<file path="src/rtl/param_lifo.sv">
// Parametrised synchronous LIFO with registered pop data, push+pop exchange, empty bypass,
// combinational top-of-stack peek, occupancy flags and single-cycle overflow/underflow pulses.
module param_lifo #(
  parameter  int DATA_WIDTH = 8,
  parameter  int DEPTH      = 8,
  parameter  int AF_MARGIN  = 1,
  parameter  int AE_MARGIN  = 1,
  localparam int CW         = $clog2(DEPTH + 1)
) (
  input  logic                  clk,
  input  logic                  rst,
  input  logic                  clear,
  input  logic                  write,
  input  logic                  read,
  input  logic [DATA_WIDTH-1:0] data_in,
  output logic [DATA_WIDTH-1:0] data_out,
  output logic                  valid_out,
  output logic [DATA_WIDTH-1:0] peek,
  output logic [CW-1:0]         count,
  output logic                  full,
  output logic                  empty,
  output logic                  almost_full,
  output logic                  almost_empty,
  output logic                  overflow,
  output logic                  underflow
);

  localparam int AW = (DEPTH > 1) ? $clog2(DEPTH) : 1;

  logic [DATA_WIDTH-1:0] r_mem [DEPTH];
  logic [CW-1:0]         r_count;
  logic [DATA_WIDTH-1:0] r_data_out;
  logic                  r_valid;
  logic                  r_overflow;
  logic                  r_underflow;

  logic          w_full;
  logic          w_empty;
  logic [AW-1:0] w_wr_idx;
  logic [AW-1:0] w_top_idx;

  // The write slot is mem[count]; the top entry is mem[count-1] (only read when non-empty).
  assign w_full    = (r_count == CW'(DEPTH));
  assign w_empty   = (r_count == '0);
  assign w_wr_idx  = AW'(r_count);
  assign w_top_idx = AW'(r_count - CW'(1));

  // NOTE: storage has no reset; count alone defines which entries are live, so stale data is harmless.
  always_ff @(posedge clk) begin
    if (!clear && write) begin
      if (read && !w_empty) begin
        r_mem[w_top_idx] <= data_in;
      end else if (!read && !w_full) begin
        r_mem[w_wr_idx] <= data_in;
      end
    end
  end

  // NOTE: sequential state uses non-blocking assignments so every register samples pre-edge values.
  always_ff @(posedge clk or negedge rst) begin
    if (!rst) begin
      r_count     <= '0;
      r_data_out  <= '0;
      r_valid     <= 1'b0;
      r_overflow  <= 1'b0;
      r_underflow <= 1'b0;
    end else begin
      r_valid     <= 1'b0;
      r_overflow  <= 1'b0;
      r_underflow <= 1'b0;
      if (clear) begin
        r_count <= '0;
      end else begin
        case ({write, read})
          2'b10: begin
            if (!w_full) r_count    <= r_count + CW'(1);
            else         r_overflow <= 1'b1;
          end
          2'b01: begin
            if (!w_empty) begin
              r_data_out <= r_mem[w_top_idx];
              r_count    <= r_count - CW'(1);
              r_valid    <= 1'b1;
            end else begin
              r_underflow <= 1'b1;
            end
          end
          2'b11: begin
            // Exchange swaps the top entry; on an empty stack the push data bypasses straight out.
            r_data_out <= w_empty ? data_in : r_mem[w_top_idx];
            r_valid    <= 1'b1;
          end
          default: ;
        endcase
      end
    end
  end

  assign data_out     = r_data_out;
  assign valid_out    = r_valid;
  assign overflow     = r_overflow;
  assign underflow    = r_underflow;
  assign count        = r_count;
  assign full         = w_full;
  assign empty        = w_empty;
  assign almost_full  = (r_count >= CW'(DEPTH - AF_MARGIN));
  assign almost_empty = (r_count <= CW'(AE_MARGIN));
  assign peek         = w_empty ? '0 : r_mem[w_top_idx];

endmodule

</file>
<file path="config.mk">
export PLATFORM = sky130hd
export DESIGN_NAME = param_lifo
export DESIGN_NICKNAME = d
export VERILOG_FILES = /design/src/rtl/param_lifo.sv
export SDC_FILE = /design/constraint.sdc
export NUM_CORES = 1
export LEC_CHECK = 0
export BUFFER_PORTS_ARGS = -buffer_cell sky130_fd_sc_hd__buf_2
export CAP_MARGIN = 20
export CORE_UTILIZATION = 45
export CTS_CLUSTER_DIAMETER = 120
export DETAILED_ROUTE_END_ITERATION = 16
export GPL_ROUTABILITY_DRIVEN = 0
export GPL_TIMING_DRIVEN = 0
export PLACE_DENSITY = 0.64
export SLEW_MARGIN = 0
export SYNTH_ARGS = -nofsm -noshare
export SYNTH_HDL_FRONTEND = slang
export SYNTH_SLANG_ARGS = --single-unit
</file>
<file path="constraint.sdc">
create_clock -name clk -period 5.15 [get_ports clk]
set_input_delay 0.7725 -clock clk [delete_from_list [all_inputs] [get_ports clk]]
set_output_delay 0.7725 -clock clk [all_outputs]
set_load 0.01 [all_outputs]
</file>
==> metrics.yaml <==
place:
  dp_hpwl_um: 4766
  port_buffers: 38
  place_area_sq_mm: 0.003897
  dp_cells: 374
route:
  route.detailed.vias_per_inst: 5.400
  wirelength_um: 7449
  remaining_drc_errors: 0
  dr.first_iter.drc_count: 108
  firstDrtPassIters: 4
  detail-route-antenna-nets: 0
  vias: 2106
  wl_per_cell_um: 19.10
synthesis:
  synth-seq-cells: 79
  syn_area_sq_mm: 0.003538
  synth-seq-area-share: 0.6492
  synthFlopType: "edfxtp_1"
  yosys.area_share.xor_xnor: 0.007072
  synth.area.mux_share: 0.1506
  synth_top_family_by_area: "multiplexers"
  synth-compound-area-share: 0.04385
  synth_simple_gate_area_frac: 0.09653
  synth-async-reset-ratio: 0.1899
  syn_inst: 235
  post_synth.cell_area_avg_sq_um: 15.06
  yosys_warnings: 0
  synthAdderAreaFrac: 0.01414
  synthDistinctLibCells: 36
  synth_edf_count: 64
  synthesis.nets: 252
floorplanning:
  die_h_um: 90.68
  ios: 40
  start_util: 0.4776
  die_x_um: 90.68
  core_sq_mm: 0.007408
  die_area_sq_mm: 0.008222
  rows: 31
clocking:
  cts_hold_buf: 0
  cts.sinks: 79
  clock_latency_ns: 0.36
  clock-root-buffer: "clkbuf_8"
  cts.repair.resized: 0
  htree_levels: 3
  cts_buffers: 9
  cts_tree: "built"
  cts_buffer_depth: 2
  cts_setup_buffers: 0
  clkTransAtPathRegs_ns: 0.09
timing:
  tightestPinTransition_ns: 1.026
  slew_headroom: 0.3123
  rsz0062_at_grt: "false"
  fmax_ghz: 0.2798
  slew_viol_final: 0
  final-hold-violation-count: 0
  final.setup.tns_ns: 0
  post-route-period-util: 0.6941
  setup_viol_count_final: 0
  clock_skew_ns: 0.008226
  final.min_clock_period_ns: 3.574
setup_path:
  startpoint_type: "register"
  critPathMaxFanout: 11
  worst_ep_arrival_time_ns: 2.80
  crit_type: "reg -> out"
  rr_worst_depth: 9
  startpoint: "count[0]"
  crit_end: "peek[6]"
  r2r_start: "count[0]"
  critPathCaptureType: "primary output"
  rr_endpoint: "r_mem[1][6]"
  reg2reg_setup_slack_ns: 2.04
  cp.required_ns: 4.38
pwr:
  combPwrFrac: 0.236
  vdd_drop_max_mv: 0.2200
  p_per_area_mw_per_mm2: 400.3
  p_clk_frac: 0.309
  p_leak_nw: 1.601
  pwr-share-seq: 0.455
  p_sw_uw: 470.2
  switching_share: 0.2853
  p_total_mw: 1.648
  p_int_mw: 1.178
layout:
  synthToLayoutAreaGrowth_pct: 16.34
  final_core_util: 0.5556
  diodes: 0
  drive_gt1_frac: 0.2990
  postLayoutCellArea_sq_mm: 0.004116
  fin_nets: 303
  fin_cells: 390
grt:
  gr-usage-all-layers: 0.1959
  grt_pass1_vias: 2000
  antenna_found_initial: 0
  grt_pass1_wl_um: 11390
  grt_start_max_net_pins: 16
  overflow: 0
status:
  status: "completed"
job:
  cap_violations: 0
min_path:
  hold_class: "in -> async"
critical path, stage by stage, from the launching register on:
cell,delay [ns]
dfrtp_1,0.51
inv_2,0.11
buf_4,0.24
ha_1,0.32
xor2_2,0.55
mux4_2,0.42
nor2_1,0.14
buf_2,0.15
routing by layer:
| layer | up-vias | GRT usage | share of wire |
|---|---|---|---|
| met4 | 0 | 0.08199 | 0.018 |
| met3 | 13 | 0.04461 | 0.045 |
| met5 | - | 0 | 0 |
| li1 | 993 | - | - |
| met2 | 59 | 0.2992 | 0.47 |
| met1 | 1041 | 0.2704 | 0.46 |
per-stage QoR:
stage	hold slack, ns	setup slack (ns)
after floorplan	0.4769	2.265
after global placement	0.4599	1.633
after detailed placement	0.4653	1.966
after CTS	0.3301	1.544
after global routing	0.3410	1.413
final	0.3280	1.576
cell usage in the layout, fill, tap and decap left out, types with 2 or more instances in the layout:
| master | n |
|---|---|
| edfxtp_1 | 64 |
| buf_2 | 42 |
| mux2i_1 | 33 |
| nor2_1 | 20 |
| dfrtp_1 | 15 |
| nand2_1 | 9 |
| nor3_1 | 9 |
| clkbuf_8 | 9 |
| mux4_2 | 8 |
| and2_1 | 8 |
| o31ai_1 | 7 |
| nor3_2 | 6 |
| nor2b_1 | 5 |
| inv_2 | 4 |
| a21oi_1 | 4 |
| ha_1 | 4 |
| buf_4 | 3 |
| buf_12 | 3 |
| nand3_1 | 3 |
| a21o_1 | 3 |
| o21ai_1 | 3 |
| or3b_1 | 2 |
| buf_6 | 2 |
| inv_1 | 2 |
| a22oi_1 | 2 |
| mux2_1 | 2 |
| clkinv_2 | 2 |
| bufinv_16 | 2 |
kinds of logic after synthesis:
logic type,after synthesis
DFF,79
and+or+nand+nor,68
muxes,43
AOI/OAI and AO/OA,22
buffers and inverters,17
adders and majority gates,4
xor gates and xnor gates,2
power by group through the flow:
stage	sequential (mW)	combinational [mW]	clock, mW
3_3_place_gp	0.763	0.382	0
2_1_floorplan	0.774	0.252	0
3_5_place_dp	0.765	0.392	0
4_1_cts	0.750	0.393	0.512
5_1_grt	0.753	0.420	0.543
6_report	0.749	0.389	0.510
worst min-delay path by stage:
stage / end / cells past startpoint / startpoint
after floorplan: count[0] / 0 / rst
after global placement: data_out[0] / 2 / data_out[0]
after detailed placement: data_out[4] / 2 / data_out[4]
after CTS: count[3] / 1 / rst
after global routing: count[3] / 1 / rst
final: count[0] / 1 / rst
synthesized netlist by cell type, types with 5 or more instances:
master / instances / share of area
and2_1: 8 / 0.014
mux2i_1: 33 / 0.093
nor2b_1: 5 / 0.0088
nand2_1: 9 / 0.0095
o31ai_1: 7 / 0.015
mux4_2: 8 / 0.051
dfrtp_1: 15 / 0.11
nor3_1: 15 / 0.021
edfxtp_1: 64 / 0.54
nor2_1: 20 / 0.021
registers in the layout, summed over array words and instances (netlist names):
| name | cells |
|---|---|
| overflow | 1 |
| underflow | 1 |
| valid_out | 1 |
| r_mem | 64 |
| data_out | 8 |
| count | 4 |
layout make-up:
| cell class | instances | area, sq um |
|---|---|---|
| Fill cell | 616 | 3292 |
| Sequential cell | 79 | 2297 |
| Multi-Input combinational cell | 139 | 1135 |
| Timing Repair Buffer | 40 | 205.2 |
| Clock buffer | 9 | 123.9 |
| Tap cell | 99 | 123.9 |
| Buffer | 11 | 113.9 |
| Clock inverter | 7 | 95.09 |
| Inverter | 6 | 22.52 |
Power figures use the tool's default switching activity.
